### config.mk
export PLATFORM = sky130hd
export DESIGN_NAME = quiz_arbiter_timer
export DESIGN_NICKNAME = d
export VERILOG_FILES = /design/src/rtl/quiz_arbiter_timer.sv
export SDC_FILE = /design/constraint.sdc
export NUM_CORES = 1
export LEC_CHECK = 0
export BUFFER_PORTS_ARGS = -buffer_cell sky130_fd_sc_hd__buf_2
export CAP_MARGIN = 20
export CORE_ASPECT_RATIO = 1.5
export CORE_MARGIN = 8
export CORE_UTILIZATION = 45
export DETAILED_ROUTE_END_ITERATION = 16
export GPL_TIMING_DRIVEN = 0
export PLACE_DENSITY = 0.67
export REMOVE_ABC_BUFFERS = 1
export SYNTH_ARGS = -nofsm -noshare
export SYNTH_HDL_FRONTEND = slang
export SYNTH_SLANG_ARGS = --single-unit
### constraint.sdc
create_clock -name CLK -period 2.39 [get_ports CLK]
set_input_delay 0.478 -clock CLK [delete_from_list [all_inputs] [get_ports CLK]]
set_output_delay 0.478 -clock CLK [all_outputs]
set_load 0.01 [all_outputs]
### src/rtl/quiz_arbiter_timer.sv
// quiz_arbiter_timer: 8-key arbitration, early-press foul detection and BCD countdown for the quiz responder
module quiz_arbiter_timer #(
  parameter int         TICK_DIV    = 50_000_000,
  parameter logic [7:0] GRAB_TIME   = 8'h20,
  parameter logic [7:0] ANSWER_TIME = 8'h30
) (
  input  logic       CLK,
  input  logic       RST,
  input  logic       Host_Start,
  input  logic       Host_Clear,
  input  logic [7:0] Player_Key,
  output logic [3:0] Player_Number,
  output logic [3:0] TimerH,
  output logic [3:0] TimerL,
  output logic       Lock_Out,
  output logic       Timeout_Out,
  output logic       Foul_Out,
  output logic       Buzzer_Out
);
  localparam int TW = $clog2(TICK_DIV);
  localparam int BW = $clog2(TICK_DIV + 1);
  typedef enum logic [2:0] {IDLE, ARMED, LOCKED, TIMEOUT, FOUL} state_t;
  state_t        state;
  logic [TW-1:0] tick_cnt;
  logic [BW-1:0] buzz_cnt;
  logic [7:0]    key_d, key_rise, timer, timer_dec;
  logic          start_d, start_rise, timing, tick;
  logic [3:0]    pick;
  assign key_rise   = Player_Key & ~key_d;
  assign start_rise = Host_Start & ~start_d;
  assign timing     = state == ARMED || state == LOCKED;
  assign tick       = timing && tick_cnt == TW'(TICK_DIV - 1);
  assign timer      = {TimerH, TimerL};
  assign timer_dec  = timer == 8'h00 ? 8'h00 :
                      TimerL == 4'd0 ? {TimerH - 4'd1, 4'd9} : {TimerH, TimerL - 4'd1};
  // lowest-numbered rising key wins
  always_comb begin
    pick = 4'd0;
    for (int i = 7; i >= 0; i--) if (key_rise[i]) pick = 4'(i + 1);
  end
  always_ff @(posedge CLK) begin
    if (RST) begin
      state         <= IDLE;
      Player_Number <= 4'd0;
      {TimerH, TimerL} <= GRAB_TIME;
      Lock_Out      <= 1'b0;
      Timeout_Out   <= 1'b0;
      Foul_Out      <= 1'b0;
      Buzzer_Out    <= 1'b0;
      buzz_cnt      <= '0;
      tick_cnt      <= '0;
      key_d         <= 8'd0;
      start_d       <= 1'b0;
    end else begin
      key_d    <= Player_Key;
      start_d  <= Host_Start;
      tick_cnt <= timing && !tick ? tick_cnt + 1'b1 : '0;
      if (buzz_cnt != '0) begin
        buzz_cnt   <= buzz_cnt - 1'b1;
        Buzzer_Out <= buzz_cnt != BW'(1);
      end
      if (Host_Clear) begin
        state         <= IDLE;
        Player_Number <= 4'd0;
        {TimerH, TimerL} <= GRAB_TIME;
        Lock_Out      <= 1'b0;
        Timeout_Out   <= 1'b0;
        Foul_Out      <= 1'b0;
        Buzzer_Out    <= 1'b0;
        buzz_cnt      <= '0;
        tick_cnt      <= '0;
      end else begin
        case (state)
          IDLE:
            if (|key_rise) begin
              state         <= FOUL;
              Player_Number <= pick;
              Foul_Out      <= 1'b1;
              buzz_cnt      <= BW'(TICK_DIV);
              Buzzer_Out    <= 1'b1;
            end else if (start_rise) begin
              state            <= ARMED;
              {TimerH, TimerL} <= GRAB_TIME;
              tick_cnt         <= '0;
            end
          ARMED:
            if (|key_rise) begin
              state            <= LOCKED;
              Player_Number    <= pick;
              {TimerH, TimerL} <= ANSWER_TIME;
              Lock_Out         <= 1'b1;
              buzz_cnt         <= BW'(TICK_DIV);
              Buzzer_Out       <= 1'b1;
              tick_cnt         <= '0;
            end else if (tick && timer == 8'h01) begin
              state            <= TIMEOUT;
              {TimerH, TimerL} <= 8'h00;
              Timeout_Out      <= 1'b1;
              buzz_cnt         <= BW'(TICK_DIV);
              Buzzer_Out       <= 1'b1;
              tick_cnt         <= '0;
            end else if (tick) {TimerH, TimerL} <= timer_dec;
          LOCKED:
            if (tick && timer == 8'h01) begin
              state            <= TIMEOUT;
              {TimerH, TimerL} <= 8'h00;
              Lock_Out         <= 1'b0;
              Timeout_Out      <= 1'b1;
              buzz_cnt         <= BW'(TICK_DIV);
              Buzzer_Out       <= 1'b1;
              tick_cnt         <= '0;
            end else if (tick) {TimerH, TimerL} <= timer_dec;
          default: ;
        endcase
      end
    end
  end
endmodule

# Yosys cells after proc, flatten, opt, wreduce, memory -nomap -nowiden
# Cells that the tools add are included.
[totals]
ff_bits = 80
in_bits = 12
output_inout_bits = 16
word_cells = 100
[classes]
addsub = 4
n_eq_ne = 11
n_mux = 49
bitwise = 4
reduce_logical = 20
[ops]
columns = ["operator", "count"]
rows = [
  ["$mux W26", 9],
  ["$pmux W26 S3", 2],
  ["$mux W4", 18],
  ["$add A26 B1 Y26 const B", 1],
  ["$eq A26 B26 Y1 const B", 1],
  ["$ne A26 B1 Y1 const B", 1],
  ["$reduce_bool A26 Y1", 1],
  ["$sub A26 B1 Y26 const B", 1],
  ["$pmux W4 S3", 2],
  ["$mux W8", 2],
  ["$mux W3", 4],
  ["$pmux W3 S3", 1],
  ["$and A8 B8 Y8", 1],
  ["$eq A8 B1 Y1 const B", 1],
  ["$logic_not A8 Y1", 1],
  ["$mux W1", 8],
  ["$not A8 Y8", 1],
  ["$reduce_and A2 Y1", 4],
  ["$reduce_or A8 Y1", 1],
  ["$sub A4 B1 Y4 const B", 2],
  ["$ne A2 B2 Y1 const B", 3],
  ["$reduce_and A3 Y1", 2],
  ["$logic_not A4 Y1", 1],
  ["$ne A2 B1 Y1 const B", 2],
  ["other kinds (14)", 18],
]

# Logic depth before layout (Yosys ltp)
# Gate-level depths: netlist (run 1).
[depth]
depth_word = 10
ltp_mapped = 9
mapped_depth_nobuf = 8

# Worst setup path before layout (run 1)
# Ideal clock, no wire load.
[synth_path]
path_type = "reg2reg"
from = "reg tick_cnt[0]"
to = "reg buzz_cnt[11]"
setup_time_ps = 115
arrival_ps = 2033
required_time_ps = 2275
setup_slack_ps = 243
stages_incl_launch_ff = 9
n_path_buf = 1
synth_period_minus_slack_ps = 2147
cell_sequence = "dfxtp_1 > ha_1 > nand4_1 > or4_4 > nor3_4 > a32oi_4 > nand2_4 > buf_6 > nor2_1"
[synth_between]
elab_chain_len = 6
[synth_rtl]
columns = ["item", "line_no", "source"]
rows = [
  ["start, declared", "24", "logic [TW-1:0] tick_cnt;"],
  ["start signal, assigned", "57", "tick_cnt <= timing && !tick ? tick_cnt + 1'b1 : '0;"],
  ["$eq A26 B26 Y1 *", "32", "assign tick = timing && tick_cnt == TW'(TICK_DIV - 1);"],
  ["$logic_and A1 B1 Y1 *", "32", ""],
  ["$logic_and A1 B1 Y1 *", "95, 104", ""],
  ["$mux W26 *", "95, 104", ""],
  ["$mux W26", "87", "if (|key_rise) begin"],
  ["$pmux W26 S3 *", "73", "case (state)"],
  ["end signal, assigned", "92", "buzz_cnt <= BW'(TICK_DIV);"],
  ["end signal, assigned", "99", "buzz_cnt <= BW'(TICK_DIV);"],
  ["end signal, assigned", "109", "buzz_cnt <= BW'(TICK_DIV);"],
  ["end, declared", "25", "logic [BW-1:0] buzz_cnt;"],
]
# Every way passes the cells marked *; elsewhere a longest branch is shown, timed or not.
# A chain may end at the register's enable or synchronous reset.

# Worst setup path in the final report (run 1)
[layout_path]
from = "reg tick_cnt[9]"
to = "reg buzz_cnt[25]"
# Same word-level chain as after synthesis.

==> metrics, run 1 <==
Yosys warning total=0; fin crit share=102%; HPWL reported at the end of detailed placement=just over 6 mm; initial antenna violation count=0; Hold Path Class=input pin to register; Rel. slew slack=38.7%; Sw Pwr=750 µW; count leader, synth=nor2_1; initial core utilization=a little under half; DRT iter0 DRCs=approximately 170; critical path capture point type=register; I/O Buffers=27; Mapped Area=approximately 4000 µm²; Reg clk slew, reported paths=around 60 ps; DRT Pass-1 Iters=4; most frequent cells after synthesis=nor2_1, dfxtp_1, nand2_1, xnor2_1, xor2_1; Max stage delay cell, worst path=or4_4; Worst-Margin Slew=between 900 and 1000 ps; final worst slack=-52.8 ps; Non-Filler Instances=between 600 and 700; Clk network pwr share=45.1%; Synth area leaders=dfxtp_1, nor2_1, xnor2_1; clk_skew=5.95 ps; Critical Path Max Stage Delay=~590 ps; overall fraction of global-route tracks in use=15.1%; area of the die=approximately 12000 µm²; setup TNS=-519 ps; Num CTS Buffers=9; latest clock arrival within the worst-skew pair=330 ps; max frequency=between 400 and 500 MHz; GR Layer Usage met2=between 20% and 30%; Avg WL per Cell=between 15 and 20 µm; static leakage=0.00175 µW; die width=between 90 and 100 µm; P per Cell Area=between 600 and 700 nW/µm²; Total Power=3190 µW; Netlist cell types=66; vias in the first global route=3243; final hold vios=0; Routability Congestion=0.841; RSZ-0062 raised after global routing=yes; Placed Area=about 4100 µm²; std cell rows=41; Synth Area per Inst=between 8 and 9 µm²; Root Driver=clkbuf_16; Max VDD drop=between 0.4 and 0.5 mV; startpoint types=register; GR peak layer=met2; n_diodes=0; Int Pwr=~2400 µW; antenna viol nets, final=0; Sw Share=a little under a quarter; CP cell instances=or4b_1, or4_4, nor3_4, buf_4, a32oi_4, buf_6, a21oi_2; CP max FO=8; CP required=around 2700 ps; WP buf/inv=2; largest net degree at the start of global routing=27; clock buffer depth=2; r2r setup slk=-50 ps; Die Y=130 µm; FF+latch count, synth=80; io pins=28; final setup vio count=19; commonest register cell after synthesis=dfxtp_1; CTS tree=yes; Post-synth EDFFs=0; post-DR vias/cell=5.51; post-place setup slack=-448 ps; final instance area=4650 µm²; layout cell share with drive strength beyond 1=between 20% and 30%; Comb power frac=11.1%; Max-Cap Viols=0; placed cell count=575; Arr. time, crit path=approximately 2700 ps; status=complete, but fails checks; Final Critical Period=2440 ps; DRC=0; CTS H-tree lvls=3; Setup CP Type=register to register; Layout Nets=roughly 500; Final Max Slew Viols=0; vias post-DR=3335; Mapped Cells=approximately 450; Seq pwr share=43.8%; WL final=between 9 and 10 mm; Synth area leader=dfxtp_1; area share of the largest cell type after synthesis=between 40% and 50%; grt ovf=0; GR met1 Demand/Resource=between 10% and 20%; met3 Track Usage GR=under 10%; Seq/Total Area, Yosys=41.0%; core region area=around 8400 µm²; Area Overhead vs Synth=19.0%; crit-path leading delay family=simple AND/OR/NAND/NOR gates; failing checks=setup timing; first-pass GRT wire length=14.8 mm; Clock Sinks=80; Post-synth ARST share=0%
## power by group through the flow
| stage | logic (µW) | clock network (µW) | registers [µW] |
|---|---|---|---|
| after floorplan | 244 | 0 | 1420 |
| after global placement | 309 | 0 | 1420 |
| after detailed placement | 315 | 0 | 1430 |
| after CTS | 328 | 1470 | 1400 |
| after global routing | 391 | 1520 | 1400 |
| final | 353 | 1440 | 1400 |
## state kept, by name (all words and copies together) (netlist names), 3 cells and up
signal	count
TimerH	4
TimerL	4
Player_Number	4
state	3
buzz_cnt	26
key_d	8
tick_cnt	26
## timing repair
item / 4_1_cts / 5_1_grt
buffers inserted: 7 / 7
hold buffers: 0 / 0
resized for setup: 4 / 28
pin swaps: 3 / 16
endpoints found under the setup margin: 55 / 59
gates cloned: 0 / 2
hold endpoints to repair: 0 / 0
## layout by cell type (no fill, tap or decap), types with 6 or more instances in the layout
| cell type | count |
|---|---|
| nand4_1 | 15 |
| nor2_1 | 78 |
| xor2_1 | 21 |
| buf_2 | 27 |
| o21ai_0 | 7 |
| buf_4 | 8 |
| a21oi_1 | 14 |
| nand3_1 | 15 |
| nand2_1 | 32 |
| nor2b_1 | 13 |
| mux2i_1 | 6 |
| a21oi_2 | 12 |
| xnor2_1 | 22 |
| inv_1 | 17 |
| clkbuf_16 | 9 |
| dfxtp_1 | 78 |
| nor4_1 | 7 |
| nor3_1 | 18 |
| buf_6 | 6 |
## cells by family after synthesis
group	after synthesis	synth area share, %
adders and majority gates	4	1.28
muxes	6	1.54
xor gates and xnor gates	43	9.64
AOI/OAI and AO/OA	55	10.1
and+or+nand+nor	236	32.4
DFF	80	41.0
buffers and inverters	29	4.04
## metrics by stage
| step | hold slack, ps | util, % |
|---|---|---|
| global route | 380 | 55.2 |
| detailed placement | 444 | 48.5 |
| finish | 378 | 55.2 |
| CTS | 370 | 53.1 |
| global placement | 439 | 48.5 |
| floorplan | 430 | - |
## per-layer routing
layer / share of wire, % / wire length [µm]
met5: 0 / 0
met4: 2.0 / 183
met3: 3.5 / 321
met2: 54 / 4940
met1: 40 / 3650
## area by class of cell
type                            instances  area (µm²)
Clock buffer                           10         239
Clock inverter                          4        70.1
Fill cell                             779        3770
Inverter                               17        63.8
Multi-Input combinational cell        346        2270
Sequential cell                        80        1610
Tap cell                              107         134
Timing Repair Buffer                   41         263
## final timing paths
kind,startpoint,to,cells past startpoint
max,tick_cnt[9],buzz_cnt[25],7
min,Player_Key[4],key_d[4],2
max reg2reg,tick_cnt[9],buzz_cnt[25],7
min reg2reg,Timeout_Out,Timeout_Out,2
Power figures use the tool's default switching activity.
==> run 2, diff against run 1 <==
--- a/config.mk
+++ b/config.mk
@@ -5,6 +5,7 @@
 export SDC_FILE = /design/constraint.sdc
 export NUM_CORES = 1
 export LEC_CHECK = 0
+export ABC_AREA = 1
 export BUFFER_PORTS_ARGS = -buffer_cell sky130_fd_sc_hd__buf_2
 export CAP_MARGIN = 20
 export CORE_ASPECT_RATIO = 1.5
==> run 2 against run 1 <==
Net effect: the flow now finishes without violations; sequential share of layout area decreased by 2.8 points; non-clock buffer count decreased by 14; critical path depth decreased by 1; global-route usage increased by 1.0 points; sequential cell count unchanged; largest power group is now sequential cells.
==> metrics, run 2 <==
CTS resizes=0 (-4); met1 WL=4.06 mm (+11%); Avg WL per Cell=13.1 µm (-13%); vias in the first global route=4057 (+25%); CP cell instances=buf_2, nor2_2, inv_1, a21oi_1, o21ai_0, nand2_1; Setup CP Type=input pin to register; Post-synth EDFFs=0 (unchanged); Clock Sinks=80 (unchanged); crit-path leading delay family=simple AND/OR/NAND/NOR gates; I/O Buffers=27 (unchanged); Non-Filler Instances=802 (+33%); Max-Cap Viols=0 (unchanged); setup bufs post-CTS=0 (-7); compound-cell area share of the yosys netlist=7.14% (-3.0 points); count leader, synth=nand2_1; CTS tree=yes; io pins=28 (unchanged); Core Util, Final=50.2% (-5.0 points); initial antenna violation count=0 (unchanged); std cell rows=45 (+9.8%); DRC=0 (unchanged); XOR/XNOR Fraction of Synth Area=4.80% (-4.8 points); Final Critical Period=2090 ps (-358 ps); max frequency=480 MHz (+17%); CP required=2670 ps (+20 ps); Synth area leaders=dfxtp_1, nand2_1, nor2_1; area share of the largest cell type after synthesis=35.1% (-5.9 points); placed cell count=787 (+37%); Critical Path Max Stage Delay=770 ps (+180 ps); FF+latch count, synth=80 (unchanged); Hold Path Class=input pin to register; Final Max Slew Viols=0 (unchanged); final hold vios=0 (unchanged); P per Cell Area=620 nW/µm² (-9.6%); Synth Area in Adders=1.10% (-0.18 points); DRT Pass-1 Iters=4 (unchanged); Post-synth ARST share=0% (unchanged); Area Overhead vs Synth=10.4%; RSZ-0062 raised after global routing=no; post-DR vias/cell=5.13 (-6.9%); Max VDD drop=0.446 mV (-5.4%); clock buffer depth=2 (unchanged); static leakage=0.00225 µW (+29%); Synth Area per Inst=6.99 µm² (-19%); core region area=10000 µm² (+19%); commonest non-fill, non-tap cell in the layout=nand2_1; final worst slack=305 ps (+358 ps); Routability Congestion=0.914 (+8.7%); DRT iter0 DRCs=184 (+12%); die width=98.2 µm (+6.6%); status=complete, no violations; Num CTS Buffers=9 (unchanged); clk_skew=7.94 ps (+1.99 ps); CTS Hold Bufs=0 (unchanged); Die Y=139 µm (+7.0%); Mapped Area=4560 µm² (+17%); met3 wire len=269 µm (-16%); startpoint types=input pin; Rel. slew slack=33.6% (-5.2 points); WL final=10.5 mm (+16%); Yosys warning total=0 (unchanged); most frequent cells in the layout=nand2_1, nor2_1, inv_1; top flop regs=buzz_cnt (26), tick_cnt (26), key_d (8); WP buf/inv=2 (unchanged); setup TNS=0 ps (+519 ps); Synth area leader=dfxtp_1; n_diodes=0 (unchanged); Seq/Total Area, Yosys=35.1% (-5.9 points); grt ovf=0 (unchanged); fraction of the mapped netlist area in simple logic gates=42.3% (+9.9 points); initial core utilization=45.5% (-0.94 points); post-place setup slack=-86.4 ps (+362 ps); met2 wire len=5.85 mm (+18%); Max stage delay cell, worst path=nor2_2; Mapped Cells=652 (+44%); layout cell share with drive strength beyond 1=15.8% (-4.7 points); final setup vio count=0 (-19); multiplexer share of the synthesized area=0% (-1.5 points); Arr. time, crit path=2360 ps (-340 ps); area of the die=13700 µm² (+14%); commonest register cell after synthesis=dfxtp_1; fin crit share=87.2% (-15 points); Worst-Margin Slew=995 ps (+83.7 ps); Netlist cell types=42 (-36%); Layout Nets=697 (+36%); critical path capture point type=register; overall fraction of global-route tracks in use=16.1% (+1.0 points); antenna viol nets, final=0 (unchanged); Root Driver=clkbuf_16; largest net degree at the start of global routing=26 (-3.7%); DR top layer=met4; most frequent cells after synthesis=nand2_1, nor2_1, inv_1, dfxtp_1, nand3_1; CTS H-tree lvls=3 (unchanged); Reg clk slew, reported paths=60 ps (about the same); vias post-DR=4118 (+23%); first-pass GRT wire length=18.0 mm (+21%); combinational family with the most area after synthesis=simple AND/OR/NAND/NOR gates; latest clock arrival within the worst-skew pair=340 ps (about the same); HPWL reported at the end of detailed placement=8.18 mm (+31%); CP max FO=18 (+10)
==> run 2: worst paths after layout <==
| path | from | to | slack (ps) | cells past startpoint |
|---|---|---|---|---|
| worst max register to register | TimerH[0] | buzz_cnt[7] | 410 | 10 |
| worst max-delay path | RST | buzz_cnt[20] | 300 | 6 |
| worst min-delay path | Player_Key[2] | key_d[2] | 360 | 3 |
| worst min register to register | tick_cnt[0] | tick_cnt[0] | 450 | 1 |
==> run 2: tightest hold or removal path, stage by stage <==
cell	delay, ps
buf_2	100
inv_1	40
nor2_1	30
==> run 2: area by class of cell <==
type,count,area (µm²)
fill,1023,4990
multi-input combinational,467,2520
sequential,80,1600
inverter,96,363
clock buffer,12,246
tap,117,146
timing repair buffer,27,135
clock inverter,3,18.8
==> run 2: cells by family (layout without fill, tap and decap cells) <==
| family | Yosys count | after routing |
|---|---|---|
| xor gates and xnor gates | 25 | 25 |
| buffers and inverters | 105 | 138 |
| AOI/OAI and AO/OA | 57 | 57 |
| adders and majority gates | 4 | 4 |
| DFF | 80 | 80 |
| and+or+nand+nor | 381 | 381 |
==> run 2: stage by stage <==
step	total power (µW)	cell area (µm²)	hold WS (ps)
finish	3120	5030	358
global route	3290	5030	358
CTS	3160	5030	345
detailed placement	1910	4770	439
global placement	1900	4770	427
floorplan	1800	4490	418
==> run 2: metal layers <==
metal | track usage [%] | vias up
met4 | 8.53 | 0
met5 | 0 | -
met3 | 3.74 | 32
met2 | 31.2 | 67
met1 | 15.0 | 1880
li1 | - | 2139
==> run 2: where the power goes <==
group          total [µW]  internal, µW  switching, µW
clock network        1240           724            520
registers            1420          1380           38.8
logic                 460           160            300
